==> src/rtl/uart_pkg.sv <==
// Shared types and rate helpers for the UART receive path.
package uart_pkg;

  typedef enum logic [2:0] {
    IDLE,
    START,
    DATA,
    PARITY,
    STOP
  } uart_rx_state_t;

  localparam logic [1:0] RATE_16X = 2'd0;
  localparam logic [1:0] RATE_8X  = 2'd1;
  localparam logic [1:0] RATE_4X  = 2'd2;
  localparam logic [1:0] RATE_2X  = 2'd3;

  function automatic logic [4:0] osr_of(input logic [1:0] rate);
    logic [4:0] osr;
    case (rate)
      RATE_16X: osr = 5'd16;
      RATE_8X:  osr = 5'd8;
      RATE_4X:  osr = 5'd4;
      default:  osr = 5'd2;
    endcase
    return osr;
  endfunction

endpackage

==> src/rtl/uart_rx_sync.sv <==
// Two-flop synchronizer for the serial line plus falling-edge detect.
module uart_rx_sync (
  input  logic clk_i,
  input  logic rst_ni,
  input  logic rx_i,
  output logic rx_sync_o,
  output logic fall_o
);

  logic [1:0] sync_q, sync_d;
  logic       prev_q, prev_d;

  always_comb begin
    sync_d = {sync_q[0], rx_i};
    prev_d = sync_q[1];
  end

  // Reset to the idle-high level so release never looks like a start edge.
  always_ff @(posedge clk_i or negedge rst_ni) begin
    if (!rst_ni) begin
      sync_q <= 2'b11;
      prev_q <= 1'b1;
    end else begin
      sync_q <= sync_d;
      prev_q <= prev_d;
    end
  end

  assign rx_sync_o = sync_q[1];
  assign fall_o    = prev_q & ~sync_q[1];

endmodule

==> src/rtl/uart_rx_parity.sv <==
// Oversampling UART receiver. Define UART_RX_PARITY_EN to add a parity bit
// (and parity check) between the data bits and the stop bit.
module uart_rx_parity
  import uart_pkg::*;
#(
  parameter int DATA_BITS = 8
) (
  input  logic                 clk_i,
  input  logic                 rst_ni,
  input  logic                 tick_i,
  input  logic [1:0]           rate_i,
  input  logic                 parity_odd_i,
  input  logic                 rx_i,
  output logic [DATA_BITS-1:0] data_o,
  output logic                 valid_o,
  output logic                 parity_err_o,
  output logic                 frame_err_o,
  output logic                 busy_o
);

  logic rx_s, rx_fall;

  uart_rx_sync u_sync (
    .clk_i     (clk_i),
    .rst_ni    (rst_ni),
    .rx_i      (rx_i),
    .rx_sync_o (rx_s),
    .fall_o    (rx_fall)
  );

  uart_rx_state_t       state_q, state_d;
  logic [3:0]           s_cnt_q, s_cnt_d;
  logic [3:0]           bit_cnt_q, bit_cnt_d;
  logic [1:0]           rate_q, rate_d;
  logic [DATA_BITS-1:0] shift_q, shift_d;
  logic [DATA_BITS-1:0] data_q, data_d;
  logic                 valid_q, valid_d;
  logic                 ferr_q, ferr_d;
  logic                 busy_q, busy_d;
`ifdef UART_RX_PARITY_EN
  logic                 par_bad_q, par_bad_d;
  logic                 perr_q, perr_d;
`else
  logic                 unused_parity_odd;
  assign unused_parity_odd = parity_odd_i;
`endif

  // Sample points use the ratio latched at the start edge, not the live input.
  logic [4:0] osr, half_m1, last_m1;
  logic       at_half, at_last;

  always_comb begin
    osr     = osr_of(rate_q);
    half_m1 = (osr >> 1) - 5'd1;
    last_m1 = osr - 5'd1;
    at_half = ({1'b0, s_cnt_q} == half_m1);
    at_last = ({1'b0, s_cnt_q} == last_m1);
  end

  always_comb begin
    state_d   = state_q;
    s_cnt_d   = s_cnt_q;
    bit_cnt_d = bit_cnt_q;
    rate_d    = rate_q;
    shift_d   = shift_q;
    data_d    = data_q;
    valid_d   = 1'b0;
    ferr_d    = ferr_q;
    busy_d    = busy_q;
`ifdef UART_RX_PARITY_EN
    par_bad_d = par_bad_q;
    perr_d    = perr_q;
`endif
    case (state_q)
      IDLE: begin
        if (rx_fall) begin
          state_d = START;
          s_cnt_d = '0;
          rate_d  = rate_i;
          busy_d  = 1'b1;
        end
      end
      START: begin
        if (tick_i) begin
          if (at_half) begin
            s_cnt_d = '0;
            if (!rx_s) begin
              state_d   = DATA;
              bit_cnt_d = '0;
            end else begin
              state_d = IDLE;
              busy_d  = 1'b0;
            end
          end else begin
            s_cnt_d = s_cnt_q + 4'd1;
          end
        end
      end
      DATA: begin
        if (tick_i) begin
          if (at_last) begin
            shift_d   = {rx_s, shift_q[DATA_BITS-1:1]};
            s_cnt_d   = '0;
            bit_cnt_d = bit_cnt_q + 4'd1;
            if (bit_cnt_q == 4'(DATA_BITS - 1)) begin
`ifdef UART_RX_PARITY_EN
              state_d = PARITY;
`else
              state_d = STOP;
`endif
            end
          end else begin
            s_cnt_d = s_cnt_q + 4'd1;
          end
        end
      end
`ifdef UART_RX_PARITY_EN
      PARITY: begin
        if (tick_i) begin
          if (at_last) begin
            par_bad_d = ((^shift_q) ^ rx_s) != parity_odd_i;
            s_cnt_d   = '0;
            state_d   = STOP;
          end else begin
            s_cnt_d = s_cnt_q + 4'd1;
          end
        end
      end
`endif
      STOP: begin
        if (tick_i) begin
          if (at_last) begin
            data_d  = shift_q;
            valid_d = 1'b1;
            ferr_d  = ~rx_s;
`ifdef UART_RX_PARITY_EN
            perr_d  = par_bad_q;
`endif
            busy_d  = 1'b0;
            s_cnt_d = '0;
            state_d = IDLE;
          end else begin
            s_cnt_d = s_cnt_q + 4'd1;
          end
        end
      end
      default: begin
        state_d = IDLE;
        busy_d  = 1'b0;
      end
    endcase
  end

  always_ff @(posedge clk_i or negedge rst_ni) begin
    if (!rst_ni) begin
      state_q   <= IDLE;
      s_cnt_q   <= '0;
      bit_cnt_q <= '0;
      rate_q    <= RATE_16X;
      shift_q   <= '0;
      data_q    <= '0;
      valid_q   <= 1'b0;
      ferr_q    <= 1'b0;
      busy_q    <= 1'b0;
`ifdef UART_RX_PARITY_EN
      par_bad_q <= 1'b0;
      perr_q    <= 1'b0;
`endif
    end else begin
      state_q   <= state_d;
      s_cnt_q   <= s_cnt_d;
      bit_cnt_q <= bit_cnt_d;
      rate_q    <= rate_d;
      shift_q   <= shift_d;
      data_q    <= data_d;
      valid_q   <= valid_d;
      ferr_q    <= ferr_d;
      busy_q    <= busy_d;
`ifdef UART_RX_PARITY_EN
      par_bad_q <= par_bad_d;
      perr_q    <= perr_d;
`endif
    end
  end

  assign data_o      = data_q;
  assign valid_o     = valid_q;
  assign frame_err_o = ferr_q;
  assign busy_o      = busy_q;
`ifdef UART_RX_PARITY_EN
  assign parity_err_o = perr_q;
`else
  assign parity_err_o = 1'b0;
`endif

endmodule

==> config.mk <==
export PLATFORM = sky130hd
export DESIGN_NAME = uart_rx_parity
export DESIGN_NICKNAME = d
export VERILOG_FILES = /design/src/rtl/uart_pkg.sv /design/src/rtl/uart_rx_sync.sv /design/src/rtl/uart_rx_parity.sv
export SDC_FILE = /design/constraint.sdc
export NUM_CORES = 1
export LEC_CHECK = 0
export CAP_MARGIN = 20
export CORE_ASPECT_RATIO = 0.6
export CORE_MARGIN = 4
export CORE_UTILIZATION = 49
export DETAILED_ROUTE_END_ITERATION = 16
export PLACE_DENSITY_LB_ADDON = 0.2
export SLEW_MARGIN = 20
export SYNTH_ARGS = -nofsm -noshare
export SYNTH_HDL_FRONTEND = slang
export SYNTH_SLANG_ARGS = --single-unit
==> constraint.sdc <==
create_clock -name clk_i -period 2.8 [get_ports clk_i]
set_clock_uncertainty 0.1 [all_clocks]
set_input_delay 0.28 -clock clk_i [delete_from_list [all_inputs] [get_ports clk_i]]
set_output_delay 0.28 -clock clk_i [all_outputs]
set_load 0.03 [all_outputs]
==> summary.md, run 1 <==
| Metric | Value |
|---|---|
| Skew-Pair Late Insertion Delay | 0.28 ns |
| Largest net degree at the start of global routing | 36 |
| Main combinational cell family by area after synthesis | simple AND/OR/NAND/NOR gates |
| Synth top area cells | dfrtp_1, mux2_4, dfstp_2 |
| Total power | 1.776 mW |
| Post-synthesis simple-gate area fraction | between 10% and 20% |
| GRT met2 Usage | a little over a fifth |
| Yosys warning count | 0 |
| Final WL | approximately 3.4 mm |
| Sw frac | 35.61% |
| Avg Cell Area, Syn | around 12 um2 |
| Clk network pwr share | between 20% and 30% |
| Register bit total from synthesis | 35 |
| Cell variety after synth | 45 |
| Vias in the first global route | around 1200 |
| Net Count, Synth | 168 |
| Critical-path maximum fanout | 10 |
| Slew Viols, Final | 0 |
| Number of setup violations in the final report | 0 |
| CTS Sinks | 35 |
| Cell internal pwr | approximately 1.1 mW |
| Top-Level Pins | 19 |
| Post-DP HPWL | 2.460 mm |
| RSZ-0062 raised after global routing | false |
| Worst Hold Slack | roughly 0.26 ns |
| GPL Wtd Cong | ~0.76 |
| Leakage | around 1 nW |
| Deepest clock path buffer count | 2 |
| First-pass GRT wire length | approximately 6.1 mm |
| Core box area | ~3700 um2 |
| Yosys top cell by area | dfrtp_1 |
| # diodes | 0 |
| IO Port Bufs | 16 |
| Measured slew at the worst slew-check pin | between 0.5 and 0.6 ns |
| Die area | 4905 um2 |
| MaxCap Viol Count | 0 |
| Final hold viol count | 0 |
| Critical path class | flop to flop |
| Post-synthesis xor/xnor area fraction | 2.340% |
| CTS tree | yes |
| Per-cell routed wire length | about 15 um |
| Fill count | 290 |
| Slew HR | between 60 and 70% |
| ANT nets after route | 0 |
| Peak supply drop | between 0.0004 and 0.0005 V |
| Synthesis-to-finish area growth | 15.78% |
| Setup WS post-layout | between 0.3 and 0.4 ns |
| Die height | ~56 um |
| Overall routing resource usage | 15.90% |
| Number of DRC markers in iteration 0 | approximately 110 |
| Vias | roughly 1300 |
| Worst hold path type | flop to flop |
| Initial Util | between 50% and 60% |
| Highest clock rate | between 400 and 500 MHz |
| Clock root buffer | clkbuf_8 |
| Antenna violations before repair | 0 |
| Tmin final | roughly 2.5 ns |
| Post-CTS Resized | 0 |
| Req. time, crit path | 2.87 ns |
| Mapped cell area | between 1500 and 2000 um2 |
| Final Cycle Share | ~90% |
| Cell Rows | 17 |
| Most common flop cell mapped by yosys | dfrtp_1 |
| Die W | 87.79 um |
| CTS clk-pin slew, worst paths | 0.07 ns |
| Post-CTS setup buffers | 0 |
| Layout cells sized above 1 | 22.73% |
| Met1 Use GR | 24.37% |
| Status | finished clean |
| CP startpoint kind | flop |
| DP Worst Slack | approximately 0.35 ns |
| Grt met3 use | slightly below 6% |
| Grt ovf | 0 |
| Synth top area share | 42.78% |
| Pwr Density | a little over 800 nW/um2 |
| Switch Pwr | 0.6326 mW |
| CP endpoint kind | flop |
| Sequential Power Share | between 30% and 40% |
| Seq/Total Area, Yosys | between 40% and 50% |
| GRT busiest layer | met1 |
| Synth Area in Adders | under 10% |
| Gate power share | roughly a third |
| Drt pass-1 iters | 4 |
| TritonCTS Buffers | 5 |
| TNS Setup | 0 ns |
| FFs w/ async S/R, synth | 100.0% |
| Compound-cell area share of the yosys netlist | 11.10% |
| Nets@finish | 185 |
| # hold bufs at CTS | 0 |
| H-tree levels | 2 |
| Post-synthesis mux area share | about 17% |
| Post-Synthesis Cells | 158 |
| Crit path DAT | approximately 2.5 ns |
| Post-synth EDFFs | 0 |
| Number of remaining DRC errors | 0 |
| Vias per cell | roughly 5.6 |
==> per-stage QoR <==
step	utilization, %	instances	cell area, um2
after floorplan	-	158	1872
after global placement	55.70	215	2049
after detailed placement	55.70	215	2049
after CTS	58.89	223	2167
after global routing	58.89	223	2167
final	58.89	223	2167
==> flip-flops by register name (all words and copies together), names as in the netlist <==
signal,count
bit_cnt_q,4
busy_o,1
data_o,8
frame_err_o,1
rate_q,2
s_cnt_q,4
shift_q,8
state_q,3
u_sync.prev_q,1
u_sync.sync_q,2
valid_o,1
==> power groups by stage <==
stage / Sequential, mW / Clock (mW) / Combinational (mW)
final: 0.703 / 0.462 / 0.611
after CTS: 0.701 / 0.477 / 0.609
after floorplan: 0.643 / 0 / 0.547
after global placement: 0.696 / 0 / 0.592
after global routing: 0.723 / 0.505 / 0.684
after detailed placement: 0.709 / 0 / 0.603
==> placed cells by master (no fill, tap or decap), types with 2 or more instances in the layout <==
| master | synthesis | layout |
|---|---|---|
| nor2_1 | 6 | 6 |
| nand3_1 | 4 | 4 |
| mux2_4 | 16 | 16 |
| inv_1 | 6 | 6 |
| dfrtp_1 | 32 | 32 |
| nand2_1 | 11 | 11 |
| clkdlybuf4s50_1 | 0 | 16 |
| dfstp_2 | 3 | 3 |
| and2_1 | 4 | 4 |
| and4bb_2 | 2 | 2 |
| nor4bb_1 | 2 | 2 |
| ha_1 | 3 | 3 |
| a21oi_1 | 11 | 11 |
| nor3b_1 | 2 | 2 |
| a211oi_1 | 2 | 2 |
| mux2i_1 | 4 | 4 |
| o21ai_0 | 7 | 7 |
| nand2b_1 | 3 | 3 |
| clkbuf_8 | 0 | 6 |
| nor2b_1 | 2 | 2 |
| xor2_1 | 5 | 5 |
| mux2_2 | 3 | 3 |
| a211o_1 | 2 | 2 |
==> worst max-delay path: stages, from the launching register on <==
cell and delay, ns:
dfrtp_1 0.52, nand2_1 0.10, ha_1 0.34, xor2_1 0.18, and3_1 0.20, and2_4 0.17, o21ai_4 0.40, mux2_4 0.34
==> final cells by class <==
class / count / area [um2] / area share (%)
multi-input cells: 110 / 920.9 / 42.49
flip-flops and latches: 35 / 879.6 / 40.59
clock inverters: 2 / 35.03 / 1.617
inverters: 6 / 22.52 / 1.039
clock buffers: 6 / 82.58 / 3.811
well taps: 47 / 58.81 / 2.714
repair buffers: 17 / 167.7 / 7.737
==> per-layer routing <==
metal  up-vias  wire (um)
met1       618       1709
met3         5        243
met2        37       1425
met5         -          0
met4         0         45
li1        595          -
==> kinds of logic after synthesis <==
family	Yosys count
AO/OA/AOI/OAI	30
XOR/XNOR	5
adder cells (fa/ha/maj)	3
buffers and inverters	13
flip-flops	35
multiplexers	23
other	1
AND/OR/NAND/NOR	48
==> synth_stat cells, drive strengths merged (3+ instances only) <==
library cell and instances:
dfstp 3, ha 3, buf 7, o21ai 8, mux2 19, nor2 6
a21oi 11, mux2i 4, nand3 4, inv 6, nand2 11, nor3b 3
nand2b 3, and2 5, dfrtp 32, a211oi 3, xor2 5
==> path summary, 6_finish.rpt <==
check | to | from | depth (start not counted) | slack, ns
setup / recovery | shift_q[7]$_DFFE_PN0P_ | rate_q[1]$_DFFE_PN0P_ | 7 | 0.33
hold / removal | u_sync.sync_q[1]$_DFF_PN1_ | u_sync.sync_q[0]$_DFF_PN1_ | 0 | 0.26
setup reg to reg | shift_q[7]$_DFFE_PN0P_ | rate_q[1]$_DFFE_PN0P_ | 7 | 0.33
hold reg to reg | u_sync.sync_q[1]$_DFF_PN1_ | u_sync.sync_q[0]$_DFF_PN1_ | 0 | 0.26
max in group asynchronous | u_sync.sync_q[0]$_DFF_PN1_ | rst_ni | 2 | 1.96
min in group asynchronous | shift_q[2]$_DFFE_PN0P_ | rst_ni | 2 | 0.29
(Power assumes the default switching activity.)
==> run 2, diff against run 1 <==
--- a/config.mk
+++ b/config.mk
@@ -11,7 +11,8 @@
 export CORE_UTILIZATION = 49
 export DETAILED_ROUTE_END_ITERATION = 16
 export PLACE_DENSITY_LB_ADDON = 0.2
-export SLEW_MARGIN = 20
+export SKIP_CTS_REPAIR_TIMING = 1
+export SLEW_MARGIN = 10
 export SYNTH_ARGS = -nofsm -noshare
 export SYNTH_HDL_FRONTEND = slang
 export SYNTH_SLANG_ARGS = --single-unit
==> results of run 2 <==
Same layout as run 1: the final DEF is identical, and so are final timing and power.
